[src/rtl/up_down_counter.sv]
// Free-running WIDTH-bit up/down counter: mode=0 counts up, mode=1 counts down,
// wrapping modulo 2^WIDTH; async clear, release retimed to the clock.
module up_down_counter #(
  parameter int WIDTH = 4
) (
  input  logic             rst,
  input  logic             clk,
  input  logic             mode,
  output logic [WIDTH-1:0] d_out
);

  logic             run;
  logic [WIDTH-1:0] count;

  // Release passes through run and then the count register itself, so the
  // first count lands on the second rising edge after rst rises.
  always_ff @(posedge clk or negedge rst) begin
    if (!rst) run <= 1'b0;
    else      run <= 1'b1;
  end

  always_ff @(posedge clk or negedge rst) begin
    if (!rst)     count <= '0;
    else if (run) count <= mode ? count - WIDTH'(1) : count + WIDTH'(1);
  end

  assign d_out = count;

endmodule

[config.mk]
export PLATFORM = sky130hd
export DESIGN_NAME = up_down_counter
export DESIGN_NICKNAME = d
export VERILOG_FILES = /design/src/rtl/up_down_counter.sv
export SDC_FILE = /design/constraint.sdc
export NUM_CORES = 1
export LEC_CHECK = 0
export CORE_AREA = 2 2 39 41
export CTS_BUF_LIST = sky130_fd_sc_hd__clkbuf_4
export DETAILED_ROUTE_END_ITERATION = 6
export DIE_AREA = 0 0 41 43
export GPL_TIMING_DRIVEN = 1
export PLACE_DENSITY = 0.53
export SYNTH_ARGS = -nofsm -noshare
export SYNTH_HDL_FRONTEND = slang
export SYNTH_SLANG_ARGS = --single-unit
[constraint.sdc]
create_clock -name clk -period 2.5 [get_ports clk]
set_input_delay 0.5 -clock clk [delete_from_list [all_inputs] [get_ports clk]]
set_output_delay 0.5 -clock clk [all_outputs]
set_load 0.02 [all_outputs]
==> results of run 1 <==
## flip-flops by register name (all words and copies together), names as in the netlist
name,flops
d_out,4
run,1
## logic make-up after synthesis
| family | synth area share |
|---|---|
| simple gates | 0.140 |
| compound gates | 0.137 |
| flops | 0.369 |
| buf+inv | 0.0664 |
| fa+ha+maj | 0.133 |
| mux | 0.0923 |
| xor+xnor | 0.0517 |
| other cells | 0.0111 |
## final timing paths
path / slack [ns] / endpoint / cells after the start / from
max: 0.53 / d_out[3] / 5 / mode
min: 0.48 / d_out[2] / 1 / rst
max reg2reg: 1.03 / d_out[3] / 4 / d_out[2]
min reg2reg: 0.54 / d_out[2] / 1 / d_out[2]
max in group asynchronous: 1.83 / run / 1 / rst
min in group clk: 0.54 / d_out[2] / 1 / d_out[2]
## report_power, final
group / switching (mW) / internal, mW / total (mW)
Sequential: 0.0367 / 0.117 / 0.153
Combinational: 0.145 / 0.150 / 0.295
Clock: 0.0296 / 0.0709 / 0.101
## final cells by class
cell class                      instances  area share
Inverter                                4      0.0340
Sequential cell                         5       0.283
Timing Repair Buffer                    6       0.136
Clock buffer                            4      0.0680
Multi-Input combinational cell         21       0.433
Tap cell                               16      0.0453
## placed cells by master (no fill, tap or decap), types with 2 or more instances in the layout
cell type,instances
sky130_fd_sc_hd__clkbuf_4,4
sky130_fd_sc_hd__clkdlybuf4s50_1,6
sky130_fd_sc_hd__dfrtp_1,5
sky130_fd_sc_hd__ha_1,2
sky130_fd_sc_hd__inv_1,4
sky130_fd_sc_hd__mux2i_1,2
sky130_fd_sc_hd__nand3b_1,3
## per-layer routing
| layer | up-vias | global-route usage |
|---|---|---|
| li1 | 126 | - |
| met1 | 120 | 0.0997 |
| met2 | 6 | 0.141 |
| met3 | 0 | 0.0262 |
| met4 | 0 | 0.0600 |
| met5 | - | 0 |
==> Flow_metrics.wiki, run 1 <==
{| class="wikitable"
! Metric !! Value
|-
| Row cnt || 14
|-
| Max Buffers Root-to-Sink || 2
|-
| Fin cells || 56
|-
| Number of synthesized flops with an enable pin || 0
|-
| Placed Area || 412 um^2
|-
| Mapped Avg Cell Area || between 10 and 15 um^2
|-
| Number of sinks on the clock net || 5
|-
| Synth area leaders || sky130_fd_sc_hd__dfrtp_1 37%, sky130_fd_sc_hd__ha_1 7.4%, sky130_fd_sc_hd__nand3b_1 6.6%, sky130_fd_sc_hd__fa_1 5.9%, sky130_fd_sc_hd__mux2i_1 5.9%
|-
| Top routing layer in use || met3
|-
| Total area of multi-input combinational cells || around 190 um^2
|-
| Initial Util || 0.245
|-
| Placed cell count || 52
|-
| Total count of hold-check failures in the final report || 0
|-
| CTS Root Cell || sky130_fd_sc_hd__clkbuf_4
|-
| Number of DRC markers after the initial detailed-route iteration || 0
|-
| MaxCap Viol Count || 0
|-
| # nets final || 47
|-
| Final cell utilization of the core || 0.319
|-
| Max Freq || just over 0.5 GHz
|-
| Ys flop type || sky130_fd_sc_hd__dfrtp_1
|-
| Area enclosed by the die boundary || between 1500 and 2000 um^2
|-
| Clock-pin transition on the worst setup and hold timing paths || 0.04 ns
|-
| Die Height || 43 um
|-
| Register area || about 130 um^2
|-
| Top-Level Pins || 7
|-
| Top-area cell type share of the netlist area || 0.369
|-
| #FFs+latches synth || 5
|-
| Outcome || finished clean
|-
| Worst slack on hold paths || between 0.4 and 0.5 ns
|-
| Cell type contributing the most total cell area after synthesis || sky130_fd_sc_hd__dfrtp_1
|-
| Initial antenna violation count || 0
|-
| RSZ-0062 raised after global routing || false
|-
| X dimension of the die || around 40 um
|-
| Via total after detailed routing || roughly 250
|-
| First-pass GRT wire length || between 1 and 1.5 mm
|-
| Critical path class || in2reg
|-
| Final-layout fill cell count || around 140
|-
| Pin count of the biggest net entering global routing || 10
|-
| Met3 layer wire length in the routed design || between 40 and 50 um
|-
| Worst path setup slack after routing || between 0.5 and 0.6 ns
|-
| Class of the tightest hold or removal check || in2async
|-
| Area growth from synthesis to layout || 30.3%
|-
| Post-detailed-route wirelength per cell || between 10 and 15 um
|-
| Critical path, cell by cell || clkdlybuf4s50_1, ha_1, nand3_1, a2111o_1, o211ai_2
|-
| Number of buffer and inverter instances along the worst setup path || 1
|-
| Met2 layer wire length in the routed design || between 300 and 400 um
|-
| Pre-CTS worst setup slack || between 0.2 and 0.3 ns
|-
| Mapped Cells || 31
|-
| Net count after synthesis || 37
|-
| Total core area || roughly 1400 um^2
|-
| Post-detailed-route via-to-cell ratio || ~4.5
|-
| Endpoint required time on the critical path || roughly 2.7 ns
|-
| Total wire length after detailed routing || roughly 630 um
|-
| Summed area of non-filler cells in the final layout || about 440 um^2
|-
| Number of search-and-repair iterations in the first detailed-routing pass || 1
|-
| Min Tclk post-route || 1.97 ns
|-
| Total global-route track usage || 0.0903
|-
| Final period utilization || 0.789
|-
| Kind of cell with the highest combined delay on the critical path || buffers and inverters
|-
| Final Max Slew Viols || 0
|-
| Worst vdd rail ir drop || roughly 0.00053 V
|-
| Post-route total power || approximately 0.55 mW
|-
| Via count of the first global-routing pass || around 260
|-
| Clock buffer count from CTS || 3
|-
| Count of unresolved DRC violations after routing || 0
|-
| Ys async rst share || 1.00
|-
| Routability cong. || approximately 0.73
|-
| H-Tree Level Count || 1
|-
| Cell at the slowest stage of the critical path || sky130_fd_sc_hd__clkdlybuf4s50_1
|-
| Met1 Routed Length || roughly 270 um
|-
| Most numerous cell in the Yosys netlist || sky130_fd_sc_hd__dfrtp_1
|-
| Launching element type of the critical path || input pin
|-
| Worst clock skew || just over 0.0001 ns
|-
| Number of warnings printed during yosys synthesis || 0
|-
| Cell leakage power || 0.197 nW
|-
| Hold_buf cts || 0
|-
| Top fanout value on the critical path || 9
|-
| Setup TNS || 0 ns
|-
| Data arrival, critical path || between 2 and 2.5 ns
|-
| Count of inserted antenna diode cells || 0
|-
| Power density of the placed cells || approximately 1200 nW/um^2
|-
| Aggregate global routing overflow || 0
|-
| CTS tree || built
|-
| Sequential share of the synthesized area || 0.369
|-
| Number of buffers added for setup after CTS || 0
|-
| Setup violation total in the final timing report || 0
|-
| Clock Latency Late Sink || around 0.23 ns
|-
| Antenna-violating nets left || 0
|-
| Resized cells post-CTS || 0
|-
| Setup crit end kind || register
|-
| Post-Syn Area || between 300 and 400 um^2
|-
| Number of distinct library cells after synthesis || 20
|-
| Quantity of I/O buffers inserted on ports || 6
|-
| Post-synth top cells || 5 x sky130_fd_sc_hd__dfrtp_1, 4 x sky130_fd_sc_hd__inv_1, 3 x sky130_fd_sc_hd__nand3b_1
|-
| Fraction of final layout cells sized beyond drive strength 1 || 0.175
|-
| Highest cell delay on the worst timing path || around 0.55 ns
|}
Power figures use the tool's default switching activity.
==> inputs of run 2 (changes only) <==
--- a/config.mk
+++ b/config.mk
@@ -10,7 +10,7 @@
 export DETAILED_ROUTE_END_ITERATION = 6
 export DIE_AREA = 0 0 41 43
 export GPL_TIMING_DRIVEN = 1
-export PLACE_DENSITY = 0.53
+export PLACE_DENSITY = 0.55
 export SYNTH_ARGS = -nofsm -noshare
 export SYNTH_HDL_FRONTEND = slang
 export SYNTH_SLANG_ARGS = --single-unit
==> constraint.sdc (replaced) <==
create_clock -name clk -period 1.8 [get_ports clk]
set_input_delay 0.36 -clock clk [delete_from_list [all_inputs] [get_ports clk]]
set_output_delay 0.36 -clock clk [all_outputs]
set_load 0.02 [all_outputs]
==> Flow_metrics.wiki, run 2 (same netlist as run 1, synthesis figures left out) <==
{| class="wikitable"
! Metric !! Value
|-
| Fraction of final layout cells sized beyond drive strength 1 || 0.233
|-
| Final period utilization || 0.937
|-
| Depth of the most critical reg-to-reg path || 4
|-
| Summed area of non-filler cells in the final layout || 464 um^2
|-
| Area enclosed by the die boundary || ~1800 um^2
|-
| Data arrival, critical path || 1.84 ns
|-
| Power density of the placed cells || between 1500 and 2000 nW/um^2
|-
| Worst slack on hold paths || approximately 0.34 ns
|-
| Endpoint required time on the critical path || between 1.5 and 2 ns
|-
| Pin count of the biggest net entering global routing || 8
|-
| Clock buffer count from CTS || 3
|-
| Via count of the first global-routing pass || 288
|-
| Startpoint of the most critical register-to-register path || d_out[2]
|-
| RSZ-0062 raised after global routing || false
|-
| Worst path setup slack after routing || roughly 0.11 ns
|-
| X dimension of the die || approximately 40 um
|-
| Met1 Routed Length || approximately 300 um
|-
| Total core area || between 1000 and 1500 um^2
|-
| Worst reg2reg endpoint || d_out[3]
|-
| Number of sinks on the clock net || 5
|-
| Top library cells by usage in the layout, fill and taps aside || 6 x sky130_fd_sc_hd__clkdlybuf4s50_1, 5 x sky130_fd_sc_hd__dfrtp_1, 4 x sky130_fd_sc_hd__inv_1, 4 x sky130_fd_sc_hd__clkbuf_4
|-
| Clock-pin transition on the worst setup and hold timing paths || ~0.040 ns
|-
| Post-detailed-route wirelength per cell || ~10 um
|-
| Initial antenna violation count || 0
|-
| Final-layout fill cell count || about 150
|-
| First-pass GRT wire length || ~1.2 mm
|-
| Top fanout value on the critical path || 5
|-
| Cell leakage power || 0.211 nW
|-
| Number of search-and-repair iterations in the first detailed-routing pass || 2
|-
| Final Max Slew Viols || 0
|-
| Clock Latency Late Sink || between 0.2 and 0.25 ns
|-
| Met2 layer wire length in the routed design || between 200 and 300 um
|-
| Most common cell after layout, fill and taps aside || sky130_fd_sc_hd__clkdlybuf4s50_1
|-
| HPWL after DPL || about 500 um
|-
| Routability cong. || 0.648
|-
| Outcome || finished clean
|-
| Setup violation total in the final timing report || 0
|-
| Max Freq || 0.593 GHz
|-
| Aggregate global routing overflow || 0
|-
| CTS tree || built
|-
| Number of DRC markers after the initial detailed-route iteration || 3
|-
| Total global-route track usage || 0.103
|-
| Initial Util || 0.245
|-
| Startpoint of the worst setup timing path || mode
|-
| Top-Level Pins || 7
|-
| Setup slack, reg-to-reg || between 0.3 and 0.4 ns
|-
| Min Tclk post-route || 1.69 ns
|-
| Count of unresolved DRC violations after routing || 0
|-
| Row cnt || 14
|-
| Total wire length after detailed routing || 607 um
|-
| Via total after detailed routing || between 200 and 300
|-
| Worst vdd rail ir drop || approximately 0.00065 V
|-
| Quantity of I/O buffers inserted on ports || 6
|-
| Antenna-violating nets left || 0
|-
| Count of inserted antenna diode cells || 0
|-
| Met3 layer wire length in the routed design || 21 um
|-
| Class of the tightest hold or removal check || in2async
|-
| Placed Area || 434 um^2
|-
| H-Tree Level Count || 1
|-
| Post-route total power || roughly 0.79 mW
|-
| Setup TNS || 0 ns
|-
| Number of buffers added for setup after CTS || 0
|-
| Top routing layer in use || met3
|-
| Total count of hold-check failures in the final report || 0
|-
| Max Buffers Root-to-Sink || 2
|-
| MaxCap Viol Count || 0
|-
| Resized cells post-CTS || 0
|-
| Area growth from synthesis to layout || 36.9%
|-
| CTS Root Cell || sky130_fd_sc_hd__clkbuf_4
|-
| Pre-CTS worst setup slack || -0.142 ns
|-
| Post-detailed-route via-to-cell ratio || between 4 and 5
|-
| Launching element type of the critical path || input pin
|-
| # nets final || 50
|-
| Critical path class || in2reg
|-
| Die Height || between 40 and 50 um
|-
| Worst clock skew || 0.000453 ns
|-
| Hold_buf cts || 0
|-
| Setup crit end kind || register
|-
| Largest register FFs || 4
|}
[run 2: cell types whose count changed in the layout (fill, tap and decap cells not counted)]
cell                    delta
sky130_fd_sc_hd__buf_4     +3
[run 2: stage by stage]
step,instances,util
global route,59,0.335
CTS,59,0.335
global placement,55,0.314
floorplan,31,-
finish,59,0.335
detailed placement,55,0.314
[run 2: area by class of cell]
type / instances / area (um^2) / area share
Timing Repair Buffer: 9 / 82.6 / 0.178
Inverter: 4 / 15.0 / 0.0323
Tap cell: 16 / 20.0 / 0.0431
Multi-Input combinational cell: 21 / 191 / 0.412
Sequential cell: 5 / 125 / 0.270
Clock buffer: 4 / 30.0 / 0.0647
[run 2: worst max-delay path by stage]
stage / endpoint / slack (ns) / cells after the start
final: d_out[3] / 0.11 / 5
after global placement: d_out[3] / -0.13 / 5
after detailed placement: d_out[2] / -0.14 / 5
after global routing: d_out[3] / 0.008 / 5
after floorplan: d_out[2] / 0.32 / 4
after CTS: d_out[3] / 0.10 / 5
[run 2: metal layers]
layer / GRT usage / vias to the layer above
met5: 0 / -
met4: 0.0800 / 0
met3: 0.0157 / 0
met2: 0.144 / 5
met1: 0.136 / 120
li1: - / 133
[run 2: critical path: stages]
cell and delay (ns):
sky130_fd_sc_hd__clkdlybuf4s50_1 0.47, sky130_fd_sc_hd__ha_1 0.41, sky130_fd_sc_hd__nand3_1 0.13, sky130_fd_sc_hd__a2111o_1 0.39, sky130_fd_sc_hd__o211ai_2 0.08
[run 2: where the power goes]
group          switching [mW]  total [mW]  internal (mW)
Clock                  0.0406       0.139         0.0985
Sequential             0.0489       0.211          0.162
Combinational           0.205       0.444          0.238
